[config.mk]
export PLATFORM = sky130hd
export DESIGN_NAME = pc_fetch_unit
export DESIGN_NICKNAME = d
export VERILOG_FILES = /design/src/rtl/pc_pkg.sv /design/src/rtl/pc_fetch_unit_pc_limit_check.sv /design/src/rtl/pc_fetch_unit.sv
export SDC_FILE = /design/constraint.sdc
export NUM_CORES = 1
export LEC_CHECK = 0
export CAP_MARGIN = 0
export CORE_MARGIN = 3
export CORE_UTILIZATION = 35
export DETAILED_ROUTE_END_ITERATION = 8
export GPL_TIMING_DRIVEN = 1
export MAX_ROUTING_LAYER = met4
export PLACE_DENSITY = 0.73
export SLEW_MARGIN = 30
export SYNTH_ARGS = -nofsm -noshare
export SYNTH_HDL_FRONTEND = slang
export SYNTH_SLANG_ARGS = --single-unit
[constraint.sdc]
create_clock -name clk -period 1.8 [get_ports clk]
set_clock_uncertainty 0.2 [all_clocks]
set_input_delay 0.18 -clock clk [delete_from_list [all_inputs] [get_ports clk]]
set_output_delay 0.18 -clock clk [all_outputs]
set_load 0.03 [all_outputs]
[src/rtl/pc_pkg.sv]
// Shared definitions for the PC fetch unit: FSM states and default widths and vectors.
package pc_pkg;

    typedef enum logic [1:0] {
        BOOT  = 2'd0,
        FETCH = 2'd1,
        HOLD  = 2'd2
    } pc_state_t;

    localparam int unsigned PC_NBITS_DEFAULT    = 7;
    localparam int unsigned RESET_PC_DEFAULT    = 0;
    localparam int unsigned PC_LIMIT_DEFAULT    = 127;
    localparam int unsigned TRAP_VECTOR_DEFAULT = 0;

endpackage

[src/rtl/pc_fetch_unit_pc_limit_check.sv]
// PC range comparator: substitutes TRAP_VECTOR for any next PC above PC_LIMIT.
// Instantiated by pc_fetch_unit only when PC_LIMIT_TRAP_EN is defined.
module pc_limit_check
    import pc_pkg::*;
#(
    parameter int unsigned      nbits       = PC_NBITS_DEFAULT,
    parameter logic [nbits-1:0] PC_LIMIT    = nbits'(PC_LIMIT_DEFAULT),
    parameter logic [nbits-1:0] TRAP_VECTOR = nbits'(TRAP_VECTOR_DEFAULT)
) (
    input  logic [nbits-1:0] i_next_pc,
    output logic [nbits-1:0] o_load_pc,
    output logic             o_trap
);

    logic w_over;

    assign w_over    = (i_next_pc > PC_LIMIT);
    assign o_load_pc = w_over ? TRAP_VECTOR : i_next_pc;
    assign o_trap    = w_over;

endmodule

[src/rtl/pc_fetch_unit.sv]
// PC register and fetch sequencer (BOOT/FETCH/HOLD) with req/ack instruction fetch.
// Optional out-of-range trap is enabled by defining PC_LIMIT_TRAP_EN.
module pc_fetch_unit
    import pc_pkg::*;
#(
    parameter int unsigned      nbits       = PC_NBITS_DEFAULT,
    parameter logic [nbits-1:0] RESET_PC    = nbits'(RESET_PC_DEFAULT),
    parameter logic [nbits-1:0] PC_LIMIT    = nbits'(PC_LIMIT_DEFAULT),
    parameter logic [nbits-1:0] TRAP_VECTOR = nbits'(TRAP_VECTOR_DEFAULT)
) (
    input  logic             clk,
    input  logic             rst,
    input  logic [nbits-1:0] next_pc,
    input  logic             redirect,
    input  logic             stall,
    input  logic             imem_ack,
    output logic [nbits-1:0] pc,
    output logic [nbits-1:0] pc_inc,
    output logic             fetch_req,
    output logic             inst_valid,
    output logic             flush,
    output logic             trap
);

    pc_state_t        r_state;
    logic [nbits-1:0] r_pc;
    logic             r_inst_valid;
    logic             r_flush;
    logic             r_trap;

    logic [nbits-1:0] w_load_pc;
    logic             w_load_trap;

    // A trap vector outside the legal range would re-trap forever.
    if (TRAP_VECTOR > PC_LIMIT) begin : g_cfg_check
        $error("pc_fetch_unit: TRAP_VECTOR must not exceed PC_LIMIT");
    end

`ifdef PC_LIMIT_TRAP_EN
    pc_limit_check #(
        .nbits       (nbits),
        .PC_LIMIT    (PC_LIMIT),
        .TRAP_VECTOR (TRAP_VECTOR)
    ) u_limit_check (
        .i_next_pc (next_pc),
        .o_load_pc (w_load_pc),
        .o_trap    (w_load_trap)
    );
`else
    assign w_load_pc   = next_pc;
    assign w_load_trap = 1'b0;
`endif

    always_ff @(posedge clk or posedge rst) begin
        if (rst) begin
            r_state      <= BOOT;
            r_pc         <= RESET_PC;
            r_inst_valid <= 1'b0;
            r_flush      <= 1'b0;
            r_trap       <= 1'b0;
        end else begin
            r_inst_valid <= 1'b0;
            r_flush      <= 1'b0;
            r_trap       <= 1'b0;
            unique case (r_state)
                BOOT: r_state <= FETCH;
                FETCH: begin
                    // Redirect drops the outstanding request even if it is acked now.
                    if (redirect) begin
                        r_pc    <= w_load_pc;
                        r_flush <= 1'b1;
                        r_trap  <= w_load_trap;
                    end else if (stall) begin
                        r_state <= HOLD;
                    end else if (imem_ack) begin
                        r_pc         <= w_load_pc;
                        r_inst_valid <= 1'b1;
                        r_trap       <= w_load_trap;
                    end
                end
                HOLD: begin
                    if (redirect) begin
                        r_pc    <= w_load_pc;
                        r_flush <= 1'b1;
                        r_trap  <= w_load_trap;
                        r_state <= FETCH;
                    end else if (!stall) begin
                        r_state <= FETCH;
                    end
                end
                default: r_state <= BOOT;
            endcase
        end
    end

    assign pc         = r_pc;
    assign pc_inc     = r_pc + nbits'(1);
    assign fetch_req  = (r_state == FETCH);
    assign inst_valid = r_inst_valid;
    assign flush      = r_flush;
    assign trap       = r_trap;

endmodule

==> results of run 1 <==
-- layer usage --
layer  part of all wire [%]  track usage [%]  vias up
li1                       -                -      255
met1                     44            14.15      238
met2                     50            21.56       21
met3                    6.2            3.681        2
met4                   0.27            5.687        0
met5                      0                -        -
-- power groups by stage --
stage	clock [W]	sequential, W	combinational, W
after floorplan	0	0.000674	0.000723
after global placement	0	0.000484	0.00147
after detailed placement	0	0.000487	0.00148
after CTS	0.000170	0.000483	0.00150
after global routing	0.000180	0.000549	0.00173
final	0.000163	0.000520	0.00161
-- critical path, cell delays in order, from the launching register on --
cell and delay, ns:
dfrtp_2 0.41, buf_6 0.12, and3_4 0.19, nand3_4 0.07
xnor2_2 0.18, buf_6 0.15
-- worst max path at each step --
| stage | from | endpoint | slack (ns) | cells after the start |
|---|---|---|---|---|
| global placement | r_state[0] | pc[4] | -0.01 | 4 |
| CTS | r_state[0] | pc[1] | 0.002 | 5 |
| finish | pc[0] | pc_inc[5] | 0.04 | 5 |
| floorplan | pc[0] | pc_inc[4] | -0.03 | 3 |
| global route | pc[0] | pc_inc[5] | -0.03 | 5 |
| detailed placement | r_state[0] | pc[1] | -0.08 | 4 |
-- per-stage QoR --
step / instance area (µm²) / utilization [%] / setup WS [ns] / TNS, ns
after floorplan: 640.6 / - / -0.03323 / -0.05230
after detailed placement: 953.4 / 59.81 / -0.07531 / -0.4898
after CTS: 1010 / 63.34 / 0.001561 / 0
after global routing: 1102 / 69.15 / -0.03430 / -0.05432
after global placement: 953.4 / 59.81 / -0.01089 / -0.06367
final: 1102 / 69.15 / 0.04476 / 0
-- flip-flops by register name, indices dropped and copies added (netlist names) --
register    count
r_state         2
inst_valid      1
flush           1
pc              7
-- layout make-up --
class | count | area share, %
multi-input combinational | 37 | 38.71
timing repair buffer | 33 | 29.51
sequential | 11 | 25.31
tap | 24 | 2.724
clock buffer | 4 | 2.384
inverter | 4 | 1.362
-- logic make-up after synthesis --
group	Yosys count	synth area share [%]
flip-flops	11	43.48
buffers and inverters	5	3.557
other	1	0.5923
multiplexers	8	14.23
AND/OR/NAND/NOR	14	14.82
adder cells (fa/ha/maj)	6	11.86
AO/OA/AOI/OAI	3	4.546
XOR/XNOR	5	6.918
-- layout by cell type, fill, tap and decap left out, types with 2 or more instances in the layout --
master           synthesis  routed
buf_4                    1       6
buf_6                    0       4
clkbuf_4                 0       3
clkdlybuf4s50_1          0      14
dfrtp_1                 11       8
dfrtp_2                  0       3
dlygate4sd2_1            0       4
dlymetal6s2s_1           0       4
ha_1                     6       4
ha_4                     0       2
inv_1                    4       3
mux2_2                   8       8
nand3_4                  0       2
xnor2_1                  3       2
-- timing repair --
| action | CTS | global route |
|---|---|---|
| setup endpoints to repair | 12 | 15 |
| buffers inserted | 1 | 1 |
| pin swaps | 2 | 6 |
| gates resized for setup | 12 | 20 |
| cloned | 0 | 0 |
==> flow_summary.json, run 1 <==
{
  "std_cell_rows": 14,
  "cp_max_fo": 3,
  "yosys_register_bits": 11,
  "cp-start-kind": "flop",
  "power-per-cell-area_nw_per_um2": 2082,
  "critical_path_class": "flop to primary output",
  "finalNetCount": 108,
  "postSynthCellCount": 53,
  "overflow": 0,
  "drive_above_1_share_pct": 40.45,
  "r2r_cells": 5,
  "slew_violations": 0,
  "synth_cell_types": 22,
  "detail-route-antenna-nets": 0,
  "combinationalPowerShare_pct": 70.2,
  "max_freq_mhz": 569.7,
  "power_frac_clock_pct": 7.1,
  "leakagePower_nw": 0.5145,
  "hold_ws_ns": 0.001366,
  "total_power_w": 0.002295,
  "switchingPower_w": 0.001097,
  "dieWidth_um": 48.53,
  "sequentialPowerShare_pct": 22.7,
  "place.port_buffers": 28,
  "syn-num-nets": 71,
  "synthTopCellsByCount": "dfrtp_1, mux2_2, ha_1",
  "grt_pass1_vias": 501,
  "wirelength_mm": 1.474,
  "r2r-start": "r_state[0]",
  "synth_area_um2": 633.1,
  "route.detailed.drc": 0,
  "yosys.area.top_type": "dfrtp_1",
  "hold_violations": 0,
  "setup-violations-final": 0,
  "grt_max_degree": 12,
  "synth.most_common_cell": "dfrtp_1",
  "cts_tree": "yes",
  "yosys_warnings": 0,
  "async_flop_share_pct": 100.0,
  "synth_ff_type": "dfrtp_1",
  "wl_per_cell_um": 13.04,
  "worstSetupEndpointType": "primary output",
  "synth.avg_cell_area_um2": 11.95,
  "antenna_found_initial": 0,
  "numCtsBuffers": 3,
  "vdd_drop_max_mv": 1.183,
  "yosysTopAreaCellShare_pct": 43.48,
  "hold_class": "input pin to asynchronous set/reset pin",
  "diodes": 0,
  "vias_per_cell": 4.566,
  "p_int_w": 0.001198,
  "swShare_pct": 47.78,
  "status": "finished clean",
  "register_area_um2": 279.0,
  "via_count": 516,
  "stdcell_count": 113,
  "period_share_pct": 97.51,
  "r2r_end": "pc[1]",
  "grt_usage_pct": 12.83,
  "die-area_um2": 2355,
  "grt_pass1_wl_mm": 2.277,
  "first_pass_iters": 2,
  "cts_root_buf": "clkbuf_4",
  "place_hpwl_mm": 1.104,
  "insertion_delay_ns": 0.26,
  "synth.yosys.seq_area_share_pct": 43.48,
  "num_io_pins": 30,
  "clockBufferDepth": 2,
  "core-area_um2": 1594,
  "dieHeight_um": 48.53,
  "fill_cells": 114,
  "cts_sinks": 11,
  "synth_edf_count": 0,
  "syn_to_final_growth_pct": 74.11,
  "required_ns": 1.42,
  "r2r_setup_slack_ns": 0.06,
  "clk_pin_slew_ns": 0.07,
  "multiInputGateArea_um2": 426.7,
  "gp_congestion": 0.8184,
  "drtIter0Drc": 1,
  "cts.htree.levels": 1,
  "rsz0062_at_grt": "yes",
  "ys_top_cells_by_area": "dfrtp_1, mux2_2, ha_1",
  "drv_cap": 0,
  "dpl.cell_count": 107,
  "hold_buffers": 0,
  "period_minus_slack_ns": 1.755,
  "start_util_pct": 39.72,
  "crit_arrival_ns": 1.38
}
Power figures use the tool's default switching activity.
==> run 2, diff against run 1 <==
--- a/config.mk
+++ b/config.mk
@@ -8,6 +8,8 @@
 export CAP_MARGIN = 0
 export CORE_MARGIN = 3
 export CORE_UTILIZATION = 35
+export CTS_BUF_LIST = sky130_fd_sc_hd__clkbuf_4 sky130_fd_sc_hd__clkbuf_8 sky130_fd_sc_hd__clkbuf_16
+export CTS_CLUSTER_SIZE = 14
 export DETAILED_ROUTE_END_ITERATION = 8
 export GPL_TIMING_DRIVEN = 1
 export MAX_ROUTING_LAYER = met4
==> run 2 against run 1 <==
Compared with the run above:
- global-route usage did not move
- non-clock buffer count unchanged
- setup slack improved by 0.0025 ns
- die area unchanged
- hold slack gained 0.0018 ns
- combinational power is essentially flat
- via count did not move
- sequential share of layout area fell by 0.17 points
- sequential power hardly changed
- wire length decreased by 0.34%
- clock power is 9% higher
- critical endpoint unchanged
==> flow_summary.json, run 2 (synthesized netlist as in run 1, its figures left out) <==
{
  "numCtsBuffers": 3,
  "clk_pin_slew_ns": 0.07,
  "hold_buffers": 0,
  "place_hpwl_mm": 1.104,
  "hold_ws_ns": 0.003177,
  "start_util_pct": 39.72,
  "core-area_um2": 1594,
  "hold_violations": 0,
  "vdd_drop_max_mv": 1.185,
  "r2r-start": "r_state[0]",
  "wirelength_mm": 1.469,
  "std_cell_rows": 14,
  "required_ns": 1.42,
  "cp_max_fo": 3,
  "route.detailed.drc": 0,
  "drive_above_1_share_pct": 41.57,
  "max_freq_mhz": 570.5,
  "via_count": 516,
  "clockBufferDepth": 2,
  "overflow": 0,
  "crit_buf_inv": 2,
  "slew_violations": 0,
  "multiInputGateArea_um2": 426.7,
  "worstSetupEndpointType": "primary output",
  "grt_max_degree": 12,
  "drtIter0Drc": 2,
  "place.port_buffers": 28,
  "crit_arrival_ns": 1.37,
  "antenna_found_initial": 0,
  "hold_class": "input pin to asynchronous set/reset pin",
  "grt_usage_pct": 12.83,
  "vias_per_cell": 4.566,
  "stdcell_count": 113,
  "largest_reg_flops": 7,
  "r2r_end": "pc[1]",
  "fill_cells": 114,
  "critPathTopFamily": "flip-flops",
  "cts.htree.levels": 1,
  "setup-violations-final": 0,
  "finalNetCount": 108,
  "period_share_pct": 97.37,
  "final_cell_mix": "clkdlybuf4s50_1, mux2_2, dfrtp_1, buf_4, dlymetal6s2s_1",
  "cts_root_buf": "clkbuf_4",
  "die-area_um2": 2355,
  "layout_commonest_cell": "clkdlybuf4s50_1",
  "first_pass_iters": 2,
  "cts_tree": "yes",
  "wl_per_cell_um": 13.00,
  "insertion_delay_ns": 0.26,
  "diodes": 0,
  "fin_util_pct": 69.62,
  "crit_path_top_delay_cell": "dfrtp_2",
  "status": "finished clean",
  "grt_pass1_wl_mm": 2.277,
  "grt_pass1_vias": 501,
  "leakagePower_nw": 0.5259,
  "period_minus_slack_ns": 1.753,
  "path_cells": "buf_6 > and3_4 > nand3_4 > xnor2_2 > buf_6",
  "num_io_pins": 30,
  "r2r_setup_slack_ns": 0.06,
  "worst_path_most_repeated_cell": "buf_6",
  "syn_to_final_growth_pct": 75.30,
  "power-per-cell-area_nw_per_um2": 2088,
  "register_area_um2": 279.0,
  "detail-route-antenna-nets": 0,
  "r2r_cells": 5,
  "max_stage_delay_ns": 0.41,
  "gp_congestion": 0.8184,
  "dieHeight_um": 48.53,
  "cp-start-kind": "flop",
  "rsz0062_at_grt": "yes",
  "dieWidth_um": 48.53,
  "cts_sinks": 11,
  "critical_path_class": "flop to primary output",
  "dpl.cell_count": 107,
  "drv_cap": 0
}
[run 2: power by group]
part | total (W) | switching (W) | internal (W) | leakage [nW]
clock | 0.000177 | 0.0000764 | 0.000101 | 0.0184
combinational | 0.00162 | 0.000873 | 0.000747 | 0.377
sequential | 0.000520 | 0.000148 | 0.000372 | 0.130
total | 0.00232 | 0.00110 | 0.00122 | 0.526
[run 2: area by class of cell]
cell class / instances / share of cell area, %
Timing Repair Buffer: 33 / 29.65
Inverter: 4 / 1.353
Tap cell: 24 / 2.706
Multi-Input combinational cell: 37 / 38.44
Clock buffer: 4 / 2.706
Sequential cell: 11 / 25.14
[run 2: timing repair]
item / in CTS / in global routing
pin swaps: 2 / 6
setup buffers: 1 / 1
resized for setup: 11 / 21
endpoints found under the hold margin: 0 / 0
endpoints found under the setup margin: 12 / 16
[run 2: worst max-delay path by stage]
stage / startpoint / end / slack (ns) / cells past startpoint
2_1_floorplan: pc[0] / pc_inc[4] / -0.03 / 3
3_3_place_gp: r_state[0] / pc[4] / -0.01 / 4
3_5_place_dp: r_state[0] / pc[1] / -0.08 / 4
4_1_cts: r_state[0] / pc[1] / 0.002 / 5
5_1_grt: pc[0] / pc_inc[5] / -0.04 / 5
6_report: pc[0] / pc_inc[5] / 0.05 / 5
[run 2: metrics by stage]
step	TNS, ns	setup slack [ns]	power (W)	cell area, µm²
5_1_grt	-0.06212	-0.03626	0.002479	1110
3_5_place_dp	-0.4898	-0.07531	0.001972	953.4
3_3_place_gp	-0.06367	-0.01089	0.001949	953.4
4_1_cts	0	0.001839	0.002176	1015
6_report	0	0.04730	0.002318	1110
2_1_floorplan	-0.05230	-0.03323	0.001398	640.6
[run 2: layer usage]
metal / track usage (%) / wire [µm]
met5: - / 0
met4: 5.687 / 4
met3: 3.681 / 88
met2: 21.56 / 724
met1: 14.15 / 652
==> run 3, diff against run 2 <==
==> constraint.sdc (replaced) <==
create_clock -name clk -period 1.6 [get_ports clk]
set_clock_uncertainty 0.2 [all_clocks]
set_input_delay 0.16 -clock clk [delete_from_list [all_inputs] [get_ports clk]]
set_output_delay 0.16 -clock clk [all_outputs]
set_load 0.03 [all_outputs]
==> run 3 against run 2 <==
Compared with the run above:
- global-route usage rose by 3.3 points
- critical path type unchanged
- largest power group unchanged
- setup slack got worse by 0.21 ns
- highest routed layer is now met3
- the flow now finishes with violations (setup timing)
- register-to-register slack got worse by 0.17 ns
==> flow_summary.json, run 3 (synthesized netlist as in run 1, its figures left out) <==
{
  "via_count": 594,
  "max_freq_mhz": 567.7,
  "hold_violations": 0,
  "max_stage_delay_ns": 0.41,
  "num_io_pins": 30,
  "drive_above_1_share_pct": 61.11,
  "power-per-cell-area_nw_per_um2": 2398,
  "vdd_drop_max_mv": 1.739,
  "period_minus_slack_ns": 1.762,
  "critPathTopFamily": "flip-flops",
  "register_area_um2": 281.5,
  "leakagePower_nw": 0.6351,
  "fill_cells": 88,
  "place.port_buffers": 28,
  "grt_pass1_vias": 612,
  "crit_path_top_delay_cell": "dfrtp_2",
  "setup_tns_ns": -1.031,
  "cts_root_buf": "clkbuf_4",
  "clk_pin_slew_ns": 0.07,
  "grt_pass1_wl_mm": 2.815,
  "worstSetupEndpointType": "primary output",
  "layout_commonest_cell": "buf_4",
  "first_pass_iters": 2,
  "grt_max_degree": 12,
  "rsz0062_at_grt": "yes",
  "syn_to_final_growth_pct": 112.5,
  "grt_usage_pct": 16.13,
  "critical_path_class": "flop to primary output",
  "cp-start-kind": "flop",
  "wl_per_cell_um": 14.31,
  "crit_buf_inv": 1,
  "slew_violations": 0,
  "cts_tree": "yes",
  "vias_per_cell": 4.500,
  "start_util_pct": 39.72,
  "std_cell_rows": 14,
  "dp_worst_setup_slack_ns": -0.1647,
  "gp_congestion": 0.6760,
  "dieWidth_um": 48.53,
  "route.detailed.drc": 0,
  "multiInputGateArea_um2": 505.5,
  "place_hpwl_mm": 1.228,
  "antenna_found_initial": 0,
  "die-area_um2": 2355,
  "setup-violations-final": 12,
  "crit_arrival_ns": 1.40,
  "clockBufferDepth": 2,
  "core-area_um2": 1594,
  "hold_class": "input pin to flop",
  "period_share_pct": 110.1,
  "dpl.cell_count": 113,
  "drtIter0Drc": 1,
  "drv_cap": 0,
  "violations": "setup timing",
  "required_ns": 1.24,
  "cts.htree.levels": 1,
  "finalNetCount": 127,
  "layout_setup_ws_ns": -0.1616,
  "numCtsBuffers": 3,
  "path_cells": "ha_4 > nand3_4 > nor2_4 > xor2_4 > buf_6",
  "status": "finished with violations",
  "insertion_delay_ns": 0.26,
  "detail-route-antenna-nets": 0,
  "stdcell_count": 132,
  "cts_sinks": 11,
  "largest_reg_flops": 7,
  "final_cell_area_um2": 1345,
  "diodes": 0,
  "cp_max_fo": 3,
  "wirelength_mm": 1.889,
  "overflow": 0,
  "dieHeight_um": 48.53,
  "placed_area_um2": 1094,
  "final_cell_mix": "buf_4, clkdlybuf4s50_1, buf_6, dlygate4sd2_1, dfrtp_1"
}
run 3: area by class of cell:
type | instances | area share, %
repair buffers | 52 | 35.91
well taps | 24 | 2.233
flip-flops and latches | 11 | 20.93
clock buffers | 4 | 2.233
inverters | 4 | 1.116
multi-input cells | 37 | 37.58
run 3: what timing repair did:
action                                 4_1_cts  5_1_grt
setup endpoints to repair                   24       17
hold buffers                                 1        0
pin swaps                                    6        6
endpoints found under the hold margin       11        0
buffers inserted                             9        5
gates resized for setup                     33       10
run 3: path summary, 6_finish.rpt:
| kind | from | endpoint | cells after the start | slack (ns) |
|---|---|---|---|---|
| hold reg to reg | pc[5] | pc[5] | 1 | 0.39 |
| setup reg to reg | r_state[1] | pc[2] | 5 | -0.11 |
| max in group asynchronous | rst | pc[4] | 3 | 0.32 |
| min in group asynchronous | rst | r_state[1] | 3 | 0.57 |
| setup / recovery | pc[0] | pc_inc[6] | 5 | -0.16 |
| hold / removal | next_pc[5] | pc[5] | 2 | 0.31 |
run 3: metal layers:
layer / global-route usage [%] / vias up / part of all wire [%] / wire length, µm
met3: 3.988 / 0 / 4.1 / 77
li1: - / 291 / - / -
met2: 30.28 / 17 / 58 / 1087
met1: 17.85 / 286 / 38 / 724
met5: - / - / 0 / 0
met4: 1.422 / 0 / 0 / 0
run 3: through the flow:
step | utilization (%) | hold slack, ns | power (W)
final | 84.38 | 0.3144 | 0.003226
after global routing | 84.38 | 0.3246 | 0.003408
after CTS | 80.53 | 0.3077 | 0.003033
after detailed placement | 68.60 | 0.2745 | 0.002498
after global placement | 68.60 | 0.2704 | 0.002458
after floorplan | - | -0.1878 | 0.001788
run 3: report_power, final:
part,internal [W],switching [W]
Combinational,0.00125,0.00116
Sequential,0.000424,0.000183
Clock,0.000113,0.0000902
Total,0.00179,0.00144
